File: config.mk
export PLATFORM = sky130hd
export DESIGN_NAME = load_store_unit
export DESIGN_NICKNAME = d
export VERILOG_FILES = /design/src/rtl/load_store_unit.sv
export SDC_FILE = /design/constraint.sdc
export NUM_CORES = 1
export LEC_CHECK = 0
export ABC_AREA = 1
export ABC_CLOCK_PERIOD_IN_PS = 2100
export CORE_ASPECT_RATIO = 0.9
export CORE_UTILIZATION = 49
export DETAILED_ROUTE_END_ITERATION = 7
export GPL_TIMING_DRIVEN = 0
export PLACE_DENSITY = 0.85
export SETUP_SLACK_MARGIN = 0.2
export SLEW_MARGIN = 0
export SYNTH_ARGS = -nofsm -noshare
export SYNTH_HDL_FRONTEND = slang
export SYNTH_SLANG_ARGS = --single-unit
File: constraint.sdc
create_clock -name clk -period 2.1 [get_ports clk]
set_input_delay 0.21 -clock clk [delete_from_list [all_inputs] [get_ports clk]]
set_output_delay 0.21 -clock clk [all_outputs]
set_load 0.02 [all_outputs]
File: src/rtl/load_store_unit.sv
// Load/store unit: one outstanding load or store, word-aligned DMem accesses,
// read-modify-write for byte/halfword stores, extended load data on response.
module load_store_unit (
  input  logic        clk,
  input  logic        rstn,
  input  logic        req_valid,
  output logic        req_ready,
  input  logic        req_write,
  input  logic [2:0]  req_funct3,
  input  logic [31:0] req_addr,
  input  logic [31:0] req_wdata,
  output logic        rsp_valid,
  output logic [31:0] rsp_rdata,
  output logic        rsp_err,
  output logic [31:0] mem_addr,
  output logic [31:0] mem_wdata,
  output logic        mem_we,
  input  logic [31:0] mem_rdata
);

  typedef enum logic [1:0] {IDLE, RD, WR, RESP} state_t;

  state_t      state, state_next;
  logic [31:0] addr_q;
  logic [2:0]  funct3_q;
  logic        write_q;
  logic [15:0] wdata_q;
  logic [31:0] word_q;
  logic        err_q;
  logic [31:0] wword_q;
  logic        req_err;
  logic        accept;
  logic [31:0] merged;
  logic [7:0]  byte_sel;
  logic [15:0] half_sel;
  logic [31:0] load_ext;

  assign accept = req_valid && (state == IDLE);

  always_comb begin
    req_err = 1'b0;
    if (req_write) begin
      req_err = (req_funct3 > 3'd2)
             || (req_funct3 == 3'd1 && req_addr[0])
             || (req_funct3 == 3'd2 && req_addr[1:0] != 2'b00);
    end else begin
      case (req_funct3)
        3'd1, 3'd5:       req_err = req_addr[0];
        3'd2:             req_err = (req_addr[1:0] != 2'b00);
        3'd3, 3'd6, 3'd7: req_err = 1'b1;
        default:          req_err = 1'b0;
      endcase
    end
  end

  always_comb begin
    state_next = state;
    case (state)
      IDLE: begin
        if (req_valid) begin
          if (req_err)                                 state_next = RESP;
          else if (req_write && req_funct3 == 3'd2)    state_next = WR;
          else                                         state_next = RD;
        end
      end
      RD:      state_next = write_q ? WR : RESP;
      WR:      state_next = RESP;
      RESP:    state_next = IDLE;
      default: state_next = IDLE;
    endcase
  end

  // Sub-word store: splice the new lane into the word just read back.
  always_comb begin
    merged = mem_rdata;
    if (funct3_q[1:0] == 2'd0)
      merged[{addr_q[1:0], 3'b000} +: 8] = wdata_q[7:0];
    else if (funct3_q[1:0] == 2'd1)
      merged[{addr_q[1], 4'b0000} +: 16] = wdata_q;
  end

  always_comb begin
    byte_sel = word_q[{addr_q[1:0], 3'b000} +: 8];
    half_sel = word_q[{addr_q[1], 4'b0000} +: 16];
    case (funct3_q)
      3'd0:    load_ext = {{24{byte_sel[7]}}, byte_sel};
      3'd1:    load_ext = {{16{half_sel[15]}}, half_sel};
      3'd2:    load_ext = word_q;
      3'd4:    load_ext = {24'h0, byte_sel};
      3'd5:    load_ext = {16'h0, half_sel};
      default: load_ext = '0;
    endcase
  end

  always_ff @(posedge clk or negedge rstn) begin
    if (!rstn) begin
      state    <= IDLE;
      addr_q   <= '0;
      funct3_q <= '0;
      write_q  <= 1'b0;
      wdata_q  <= '0;
      word_q   <= '0;
      err_q    <= 1'b0;
      wword_q  <= '0;
    end else begin
      state <= state_next;
      if (accept) begin
        addr_q   <= req_addr;
        funct3_q <= req_funct3;
        write_q  <= req_write;
        wdata_q  <= req_wdata[15:0];
        err_q    <= req_err;
        if (req_write && req_funct3 == 3'd2) wword_q <= req_wdata;
      end
      if (state == RD) begin
        word_q <= mem_rdata;
        if (write_q) wword_q <= merged;
      end
    end
  end

  assign req_ready = (state == IDLE);
  assign mem_we    = (state == WR);
  assign mem_addr  = {addr_q[31:2], 2'b00};
  assign mem_wdata = wword_q;
  assign rsp_valid = (state == RESP);
  assign rsp_err   = (state == RESP) && err_q;
  assign rsp_rdata = (state == RESP && !err_q && !write_q) ? load_ext : '0;

endmodule

======== After elaboration in Yosys (flattened, before gate mapping) ========
Cells that the tools add are included.
word-level totals
  bits in registers ....................... 119
  output and inout bits ................... 100
  logic and storage cells ................. 66
operators by class
  $add $sub $neg .......................... 2
  order comparisons ....................... 1
  eq/ne operators ......................... 15
  shifts and indexed selects .............. 6
  muxes and demuxes ....................... 17
  reduce and logical (&&, ||, !) cells .... 17
operators with widths
  kind                                                   count
  two-way mux 32 bit                                     7
  case mux 32 bit (5 select lines)                       1
  bitwise mux 32 bit                                     2
  variable shift 16 x 7 -> 32 bit, first input constant  1
  variable shift 8 x 7 -> 32 bit, first input constant   1
  indexed part select 16 x 7 -> 32 bit                   1
  indexed part select 32 x 6 -> 16 bit                   1
  indexed part select 32 x 6 -> 8 bit                    1
  indexed part select 8 x 7 -> 32 bit                    1
  equality test 3 bit, second input constant             5
  negator 5 -> 7 bit                                     2
  equality test 3 x 2 -> 1 bit, second input constant    3
  case mux 2 bit (4 select lines)                        1
  logical AND 1 bit                                      7
  equality test 3 x 1 -> 1 bit, second input constant    2
  two-way mux 2 bit                                      3
  equality test 2 x 1 -> 1 bit, second input constant    2
  equality test 2 bit, second input constant             2
  zero test 2 bit                                        2
  > comparator 3 x 2 -> 1 bit, second input constant     1
  zero test 3 bit                                        1
  case mux 1 bit (3 select lines)                        1
  OR reduction 3 bit                                     1
  zero test 1 bit                                        2
  5 further kinds                                        7

======== Longest topological paths before layout ========
Gate-level depths: netlist of the first run.
  depth after elaboration ................. 8
  depth in mapped cells ................... 10

======== Worst setup path before layout of the first run ========
No wires, ideal clock.
  path type ............................... reg2reg
  start ................................... register addr_q[0]
  end ..................................... register wword_q[24], in the netlist mem_wdata[24]
  library setup time ...................... 83 ps
  arrival time ............................ 1742 ps
  data required time ...................... 2017 ps
  setup slack ............................. 276 ps
  cell stages (with the launch flop) ...... 9
  buffers on the path ..................... 1
  clock period less this slack ............ 1824 ps
  path through ............................ dfrtp_1 inv_2 buf_2 ha_1 nor3_2 nand2_1 a21oi_1 nand2_1 o21ai_0
between the ends
  cells in the longest elaborated chain, start to end .. 6
  elaborated cells on any way between the ends .. 7
  those cells by class .................... add/sub (1); shift (2); mux (4)
ends and longest elaborated chain
  what                                                                                          line  RTL
  start, declared                                                                               24    logic [31:0] addr_q;
  start signal, assigned                                                                        108   addr_q <= req_addr;
  negator 5 -> 7 bit (*)                                                                        77    merged[{addr_q[1:0], 3'b000} +: 8] = wdata_q[7:0];
  indexed part select 8 x 7 -> 32 bit / variable shift 8 x 7 -> 32 bit (equally long branches)  77
  bitwise mux 32 bit (*)                                                                        77
  two-way mux 32 bit (*)                                                                        76    if (funct3_q[1:0] == 2'd0)
  two-way mux 32 bit (*)                                                                        117   if (write_q) wword_q <= merged;
  two-way mux 32 bit (*)                                                                        115   if (state == RD) begin
  end signal, assigned                                                                          113   if (req_write && req_funct3 == 3'd2) wword_q <= req_wdata;
  end signal, assigned                                                                          117
  end, declared                                                                                 30    logic [31:0] wword_q;
Mark *: on every way between the ends. The rest lies on a longest branch, timed or not.
A chain may end at the register's enable or synchronous reset.

======== Final worst setup path of the first run ========
  start ................................... register addr_q[1]
  end ..................................... output port rsp_rdata[12]
between the ends
  cells in the longest elaborated chain, start to end .. 3
  elaborated cells on any way between the ends .. 4
  those cells by class .................... shift (2); mux (2)
ends and longest elaborated chain
  what                                                                                                line    RTL
  indexed part select 32 x 6 -> 16 bit / indexed part select 32 x 6 -> 8 bit (equally long branches)  84, 83
  case mux 32 bit (5 select lines) (*)                                                                85      case (funct3_q)
  two-way mux 32 bit (*)                                                                              128     assign rsp_rdata = (state == RESP && !err_q && !write_q) ? load_ext : '0;
  end, declared                                                                                       13      output logic [31:0] rsp_rdata,
Marked as above.

==> results of run 1 <==
-- critical path, delay by kind of cell, from the launching register on --
family | cells | cell delay (ps)
AO/OA/AOI/OAI | 2 | 280
AND/OR/NAND/NOR | 2 | 250
buffers and inverters | 4 | 600
flip-flops | 1 | 410
-- logic make-up (layout without fill, tap and decap cells) --
kind of cell / count (synthesis) / in the layout / share of synthesized area
mux: 13 / 13 / 0.01985
other cells: 1 / 2 / 0.0005086
fa+ha+maj: 10 / 10 / 0.01697
flops: 119 / 119 / 0.4039
simple gates: 458 / 458 / 0.2506
compound gates: 245 / 245 / 0.1862
buf+inv: 185 / 461 / 0.1220
-- power groups by stage --
stage	registers [mW]	logic, mW	clock network, mW
finish	4.29	11.4	2.97
global route	4.37	12.1	3.09
CTS	4.22	10.0	2.96
detailed placement	4.20	8.58	0
global placement	4.18	8.42	0
floorplan	4.33	5.20	0
-- flip-flops by register name, indices dropped and copies added (netlist names) --
name       flops
addr_q        32
wdata_q       16
state          2
word_q        32
write_q        1
err_q          1
mem_wdata     32
funct3_q       3
-- Yosys cell counts, types with 4 or more instances --
cell / instances / area [um2]
inv_1: 89 / 334.1
nor2_1: 41 / 153.9
buf_2: 27 / 135.1
o21ai_0: 96 / 480.5
nand2_2: 4 / 25.02
buf_4: 36 / 270.3
a21oi_1: 93 / 465.5
inv_2: 5 / 18.77
a21oi_2: 10 / 87.58
o21bai_1: 16 / 120.1
dfrtp_1: 119 / 2978
nand2_1: 365 / 1370
nand3_1: 39 / 195.2
ha_1: 10 / 125.1
o211ai_1: 19 / 142.6
a22oi_1: 8 / 60.06
mux2_2: 13 / 146.4
clkbuf_1: 19 / 71.32
-- cell type report --
cell class	count	area share
Timing Repair Buffer	244	0.2132
Sequential cell	119	0.2588
Tap cell	198	0.02152
Inverter	98	0.03468
Buffer	87	0.05598
Clock inverter	8	0.01054
Multi-Input combinational cell	728	0.3643
Clock buffer	24	0.04098
-- repair_timing --
| action | CTS | global route |
|---|---|---|
| setup endpoints to repair | 67 | 86 |
| gates cloned | 3 | 0 |
| pin swaps | 43 | 72 |
| endpoints found under the hold margin | 53 | 0 |
| hold buffers | 1 | 0 |
| buffers inserted | 29 | 10 |
| resized for setup | 301 | 152 |
-- worst max path at each step --
stage / from / endpoint
finish: addr_q[1] / rsp_rdata[12]
global route: addr_q[1] / rsp_rdata[27]
CTS: addr_q[1] / rsp_rdata[19]
detailed placement: addr_q[0] / mem_wdata[14]
global placement: rstn / word_q[30]
floorplan: addr_q[0] / mem_wdata[24]
-- metal layers --
| metal | vias up | global-route usage | part of all wire |
|---|---|---|---|
| met5 | - | 0 | 0 |
| met4 | 0 | 0.1592 | 0.041 |
| met3 | 116 | 0.1163 | 0.12 |
| met2 | 588 | 0.5346 | 0.45 |
| met1 | 3905 | 0.4416 | 0.39 |
| li1 | 3822 | - | - |
==> impl_metrics.env, run 1 <==
export IMPL_grt_pass1_vias=8172
export IMPL_finalHoldViolations=0
export IMPL_fin_util=0.7822
export IMPL_antenna_found_initial=0
export IMPL_port_buffers=200
export IMPL_nNetsFinal=1408
export IMPL_htree_levels=4
export IMPL_drt_first_iter_violations=1027
export IMPL_p_sw_mw=8.507
export IMPL_setup_ws_ps=-85.94
export IMPL_clk_path_buf_depth=2
export IMPL_ant_nets=0
export IMPL_final_common_cell="nand2_1"
export IMPL_failed_checks="design-rule violations, negative setup slack"
export IMPL_worstSetupPathType="reg2out"
export IMPL_p_leak_nw=5.343
export IMPL_avgRoutedWirePerCell_um=18.53
export IMPL_cp_arrival_ps=1980
export IMPL_synth_flop_cell="dfrtp_1"
export IMPL_place_ws_ps=-253.6
export IMPL_cp_max_fo=9
export IMPL_setup_reg_to_reg_worst_slack_ps=-30
export IMPL_post_dp_cell_area_um2=9656
export IMPL_rsz0062_at_grt="true"
export IMPL_start_util=0.5011
export IMPL_cts_buffers=17
export IMPL_via_count=8431
export IMPL_p_int_mw=10.15
export IMPL_finalMaxSlewViolations=0
export IMPL_grt_pass1_wl_um=42170
export IMPL_cts_root_buf="clkbuf_16"
export IMPL_ff2ff_path_depth=11
export IMPL_seqCellArea_um2=2979
export IMPL_switching_share=0.4560
export IMPL_critPathMaxStageDelay_ps=410
export IMPL_overflow=0
export IMPL_final_cell_area_um2=11510
export IMPL_die_h_um=118.4
export IMPL_power_density_nw_per_um2=1621
export IMPL_fin_tns_setup_ps=-1184
export IMPL_syn_area_um2=7373
export IMPL_cp_end_kind="output pin"
export IMPL_seq_power_share=0.230
export IMPL_final_cell_mix="325 x nand2_1, 163 x clkdlybuf4s50_1, 118 x dfrtp_1"
export IMPL_synth_edf_count=0
export IMPL_cpMostUsedCell="buf_6"
export IMPL_synth_cell_types=32
export IMPL_place_inst=1431
export IMPL_syn2layout_area_growth_pct=56.10
export IMPL_clkPwrFrac=0.159
export IMPL_synthCells=1031
export IMPL_synthArstFlopShare=1.000
export IMPL_pwr_share_comb=0.611
export IMPL_clkSinkCount=119
export IMPL_clk_latency_ps=420
export IMPL_num_rows=42
export IMPL_outcome="complete, but fails checks"
export IMPL_grtUsageTotal=0.3472
export IMPL_hp_class="in2async"
export IMPL_cp_slowest_cell="dfrtp_1"
export IMPL_crit_required_ps=1890
export IMPL_gp_congestion=0.9661
export IMPL_vdd_drop_max_mv=0.9477
export IMPL_rr_endpoint="mem_wdata[13]"
export IMPL_synth_warnings=0
export IMPL_worst_slew_pin_slew_ps=612.8
export IMPL_clkTransAtPathRegs_ps=50
export IMPL_multiInputGateArea_um2=4193
export IMPL_die_w_um=131.3
export IMPL_fillers=1018
export IMPL_ys_ff_latch=119
export IMPL_dpl_hpwl_um=18740
export IMPL_drc=1
export IMPL_setup_violations=30
export IMPL_worstPathCellList="buf_6 -> clkinvlp_4 -> nand3_2 -> nand2_4 -> buf_4 -> a22oi_2 -> a21oi_4 -> buf_6"
export IMPL_cts_tree="built"
export IMPL_finalCriticalPeriod_ps=2186
export IMPL_die_area_um2=15540
export IMPL_final_cells=1506
export IMPL_firstDrtPassIters=8
export IMPL_drive_above_1_share=0.2760
export IMPL_viasPerCell=5.598
export IMPL_routed_wl_um=27910
export IMPL_avgSynthCellArea_um2=7.152
export IMPL_start_kind="register"
export IMPL_fmax_mhz=457.5
export IMPL_timing_rr_start="addr_q[1]"
export IMPL_pin_count=203
export IMPL_diodes=0
export IMPL_fin_crit_sh=1.041
export IMPL_core_area_um2=14710
export IMPL_grt_max_degree=67
export IMPL_drv_cap=0
export IMPL_power_total_mw=18.66
export IMPL_clock_skew_ps=4.517
export IMPL_relSlewSlack=0.5915
export IMPL_whs_ps=302.9
export IMPL_ys_seq_area_frac=0.4039
No activity file was read; power rests on OpenSTA's default activity.
==> run 2, diff against run 1 <==
--- a/config.mk
+++ b/config.mk
@@ -6,7 +6,6 @@
 export NUM_CORES = 1
 export LEC_CHECK = 0
 export ABC_AREA = 1
-export ABC_CLOCK_PERIOD_IN_PS = 2100
 export CORE_ASPECT_RATIO = 0.9
 export CORE_UTILIZATION = 49
 export DETAILED_ROUTE_END_ITERATION = 7
==> results of run 2 <==
Final layout, timing and power as in run 1 (identical DEF).
